<file path="config.mk">
export PLATFORM = sky130hd
export DESIGN_NAME = operand_fetch
export DESIGN_NICKNAME = d
export VERILOG_FILES = /design/src/rtl/operand_fetch.sv
export SDC_FILE = /design/constraint.sdc
export NUM_CORES = 1
export LEC_CHECK = 0
export CAP_MARGIN = 30
export CORE_MARGIN = 3
export CORE_UTILIZATION = 40
export DETAILED_ROUTE_END_ITERATION = 8
export PLACE_DENSITY = 0.73
export SETUP_SLACK_MARGIN = 0.4
export SYNTH_ARGS = -nofsm -noshare
export SYNTH_HDL_FRONTEND = slang
export SYNTH_SLANG_ARGS = --single-unit
</file>
<file path="constraint.sdc">
create_clock -name clk -period 8.6 [get_ports clk]
set_input_delay 1.72 -clock clk [delete_from_list [all_inputs] [get_ports clk]]
set_output_delay 1.72 -clock clk [all_outputs]
set_load 0.03 [all_outputs]
</file>
<file path="src/rtl/operand_fetch.sv">
// Register-read stage between the decoder and EX: drives reg_file read addresses,
// tracks in-flight destinations in a scoreboard, stalls on RAW/WAW and bypasses writeback.
module operand_fetch #(
  parameter int DATA_WIDTH = 32,
  parameter int ADDR_WIDTH = 5,
  parameter int INFO_WIDTH = 32
) (
  input  logic                       clk,
  input  logic                       rst,
  input  logic                       in_valid,
  output logic                       in_ready,
  input  logic [ADDR_WIDTH-1:0]      in_rs1,
  input  logic [ADDR_WIDTH-1:0]      in_rs2,
  input  logic [ADDR_WIDTH-1:0]      in_rd,
  input  logic                       in_rd_wen,
  input  logic [INFO_WIDTH-1:0]      in_info,
  output logic [ADDR_WIDTH-1:0]      rf_raddr1,
  output logic [ADDR_WIDTH-1:0]      rf_raddr2,
  input  logic [DATA_WIDTH-1:0]      rf_rdata1,
  input  logic [DATA_WIDTH-1:0]      rf_rdata2,
  input  logic                       wb_valid,
  input  logic [ADDR_WIDTH-1:0]      wb_addr,
  input  logic [DATA_WIDTH-1:0]      wb_data,
  output logic                       out_valid,
  input  logic                       out_ready,
  output logic [DATA_WIDTH-1:0]      out_op1,
  output logic [DATA_WIDTH-1:0]      out_op2,
  output logic [ADDR_WIDTH-1:0]      out_rd,
  output logic                       out_rd_wen,
  output logic [INFO_WIDTH-1:0]      out_info,
  output logic [2**ADDR_WIDTH-1:0]   pending
);

  localparam int NUM_REGS = 2**ADDR_WIDTH;

  logic                  wb_hit;
  logic                  clr_rs1, clr_rs2, clr_rd;
  logic                  busy_rs1, busy_rs2, busy_rd;
  logic                  hazard, slot_free, issue;
  logic [DATA_WIDTH-1:0] op1_sel, op2_sel;
  logic [NUM_REGS-1:0]   pending_next;

  assign rf_raddr1 = in_rs1;
  assign rf_raddr2 = in_rs2;

  // A writeback to x0 never clears anything and is never bypassed.
  assign wb_hit  = wb_valid && (wb_addr != '0);
  assign clr_rs1 = wb_hit && (wb_addr == in_rs1);
  assign clr_rs2 = wb_hit && (wb_addr == in_rs2);
  assign clr_rd  = wb_hit && (wb_addr == in_rd);

  assign busy_rs1 = (in_rs1 != '0) && pending[in_rs1] && !clr_rs1;
  assign busy_rs2 = (in_rs2 != '0) && pending[in_rs2] && !clr_rs2;
  assign busy_rd  = (in_rd  != '0) && pending[in_rd]  && !clr_rd;

  assign hazard    = in_valid && (busy_rs1 || busy_rs2 || (in_rd_wen && busy_rd));
  assign slot_free = !out_valid || out_ready;
  assign in_ready  = slot_free && !hazard;
  assign issue     = in_valid && in_ready;

  // reg_file writes at the edge, so a same-cycle writeback must be forwarded here.
  always_comb begin
    // NOTE: every always_comb output gets a default first so no latch can be inferred.
    op1_sel = rf_rdata1;
    op2_sel = rf_rdata2;
    if (in_rs1 == '0)  op1_sel = '0;
    else if (clr_rs1)  op1_sel = wb_data;
    if (in_rs2 == '0)  op2_sel = '0;
    else if (clr_rs2)  op2_sel = wb_data;
  end

  // Clear before set: a new writer issued alongside the old writer's writeback stays pending.
  always_comb begin
    pending_next = pending;
    if (wb_hit) pending_next[wb_addr] = 1'b0;
    if (issue && in_rd_wen && (in_rd != '0)) pending_next[in_rd] = 1'b1;
  end

  always_ff @(posedge clk) begin
    // NOTE: sequential state uses non-blocking assignments so every flop samples pre-edge values.
    if (rst) begin
      out_valid  <= 1'b0;
      out_op1    <= '0;
      out_op2    <= '0;
      out_rd     <= '0;
      out_rd_wen <= 1'b0;
      out_info   <= '0;
      pending    <= '0;
    end else begin
      pending <= pending_next;
      if (issue) begin
        out_valid  <= 1'b1;
        out_op1    <= op1_sel;
        out_op2    <= op2_sel;
        out_rd     <= in_rd;
        out_rd_wen <= in_rd_wen;
        out_info   <= in_info;
      end else if (out_ready) begin
        out_valid <= 1'b0;
      end
    end
  end

endmodule

</file>
==> reports/qor.csv <==
metric;value;unit
storage element area;2700;um^2
clock root buffer;clkbuf_16;
Worst-Skew Late Latency;420;ps
initial antenna violation count;1;
count of non-filler cells in the finished layout;1335;
Critical Path Start Type;input pin;
Num Clock Sinks;135;
ys flop type;dfxtp_1;
switching power share of the total;27.8;%
final design area excluding fillers;11500;um^2
CTS tree;built;
Setup TNS;0;ps
first-pass GRT wire length;39800;um
DRC viols;0;
Die Y;146;um
max-slew violation count;0;
leading area contributor after synthesis;dfxtp_1;
Avg WL per Cell;19.5;um
Post-DP HPWL;18600;um
DP Worst Slack;1710;ps
DR vias;7024;
async set-reset flop share out of synthesis;0;%
share of layout cells above drive strength 1;13.1;%
Final #Nets;1215;
EDFF count, synth;0;
drt first-iter violations;478;
All-Layer GR Usage;23.6;%
CTS resizes;0;
Layout area overhead;46.6;%
time the worst path needs with I/O delays and setup;6890;ps
Max VDD drop;0.000134;V
Worst Path Required;6880;ps
Post-Syn Area;7830;um^2
CP endpoint kind;output pin;
Post-Syn Instances;816;
Pre-antenna DRT Iters;5;
average size of a mapped cell;9.60;um^2
Net Count, Synth;970;
Comb power frac;21.6;%
clock-pin transition on the worst setup and hold timing paths;60;ps
clock buffer count from CTS;17;
vias in the first global route;6991;
H-tree depth;4;
max_slew headroom;37.0;%
library cell with the highest instance count after synthesis;dfxtp_1;
power per cell area;160;nW/um^2
clk_skew;16.4;ps
global placer's final weighted congestion;0.914;
Max clock buf depth;2;
fmax;145;MHz
postcts setup bufs;0;
endpoints failing setup;0;
most frequent cells after synthesis;135 x dfxtp_1, 113 x mux2i_1, 91 x nor2b_1;
Yosys warning count;0;
unrepaired setup endpoints after global routing;no;
transition time of the tightest slew-check pin;943;ps
post-synthesis sequential area ratio;34.5;%
via density per instance;5.26;
maxcap violations;0;
internal power;0.00133;W
unique cell type count in the Yosys netlist;47;
GR Overflow Total;0;
core box area;19000;um^2
CTS Hold Bufs;0;
Die W;146;um
Placed Area;10900;um^2
starting density of the core;41.3;%
critical path arrival;5170;ps
Switch Pwr;0.000510;W
Top-Level Pins;300;
placed insts;1302;
Leak;4.11;nW
Final Hold Viols;0;
HP Class;reg2reg;
PortBufs;299;
post-route ant nets;0;
die area;21300;um^2
Final period util;80.2;%
synthesized flop and latch total;135;
top-area cell type share of the netlist area;34.5;%
row count;50;
largest net degree at the start of global routing;98;
Routed WL;26000;um
CP max FO;33;
Synth area leaders;dfxtp_1 35%, mux2i_1 14%, mux2_2 9.6%;
final worst slack;1710;ps
filler instances;1651;
Clock Power Share;41.8;%
Seq pwr share;36.6;%
Crit Path Class;in2out;
area of the multi-input gates;4770;um^2
status;finished clean;
==> placed cells by master (no fill, tap or decap), types with 3 or more instances in the layout <==
master           instances
buf_4                    7
clkinvlp_4               3
bufinv_16                3
inv_6                    3
mux2i_1                113
o41ai_1                  3
xor2_1                   7
o22ai_1                  5
or3b_2                   5
dfxtp_1                135
nand2_1                 18
nor2_1                  70
mux2_2                  67
nand2b_1                78
o21ai_0                 19
or3_1                    3
mux4_2                  18
o31ai_1                 25
nor2b_1                 91
xnor2_1                  8
nor3_1                   4
nand3b_1                19
or2_2                    3
o41ai_2                  3
clkbuf_16               17
clkdlybuf4s50_1        298
nor3b_1                  5
clkinv_4                 3
nand3_1                  9
==> area by class of cell <==
cell class | instances | share of cell area, %
Sequential cell | 135 | 23.5
Antenna cell | 1 | 0.0218
Inverter | 2 | 0.0654
Clock inverter | 12 | 1.44
Clock buffer | 20 | 3.98
Multi-Input combinational cell | 599 | 41.5
Timing Repair Buffer | 306 | 26.6
Tap cell | 260 | 2.83
==> registers in the layout, summed over array words and instances, names as in the netlist <==
name / flops
out_info: 32
out_op1: 32
out_op2: 32
out_rd: 5
out_rd_wen: 1
out_valid: 1
pending: 32
==> metrics by stage <==
stage	util (%)	total power (W)	hold WS (ps)
floorplan	-	0.000906	596
CTS	60.6	0.00186	475
global placement	57.2	0.00108	459
global route	60.6	0.00191	497
detailed placement	57.3	0.00108	462
finish	60.6	0.00184	471
==> power groups by stage <==
stage	Clock (W)	Combinational, W	Sequential, W
after global placement	0	0.000395	0.000686
after floorplan	0	0.000158	0.000749
final	0.000768	0.000396	0.000673
after detailed placement	0	0.000397	0.000686
after CTS	0.000788	0.000398	0.000673
after global routing	0.000811	0.000420	0.000677
==> cells by family (layout without fill, tap and decap cells) <==
group | Yosys count | count (layout) | synth area share, %
AOI/OAI and AO/OA | 68 | 68 | 6.33
xor gates and xnor gates | 15 | 15 | 1.68
buffers and inverters | 82 | 340 | 4.94
DFF | 135 | 135 | 34.5
muxes | 198 | 198 | 29.2
other | 0 | 1 | 0
and+or+nand+nor | 318 | 318 | 23.3
==> routing by layer <==
metal  track usage, %  vias up  part of all wire (%)
met5                0        -                     0
met4             7.79        0                   2.6
met3             10.2       42                    11
met2             38.3      359                    47
met1             28.2     3296                    39
li1                 -     3327                     -
==> worst max-delay path, cell delays in order <==
cell	delay [ps]
clkdlybuf4s50_1	640
or3_1	520
o31ai_2	440
nor4_4	90
buf_4	320
nor4bb_1	490
a211oi_2	140
o21a_1	200
clkdlybuf4s50_1	600
==> final timing paths <==
kind,cells past startpoint,to,slack (ps),start
hold / removal,2,out_rd[4]$_SDFFE_PP0P_,470,out_rd[4]$_SDFFE_PP0P_
hold reg to reg,2,out_rd[4]$_SDFFE_PP0P_,470,out_rd[4]$_SDFFE_PP0P_
setup reg to reg,8,out_op1[17]$_SDFFE_PP0P_,5470,pending[7]$_SDFF_PP0_
setup / recovery,9,in_ready,1710,wb_addr[2]
No activity file was read; power rests on OpenSTA's default activity.
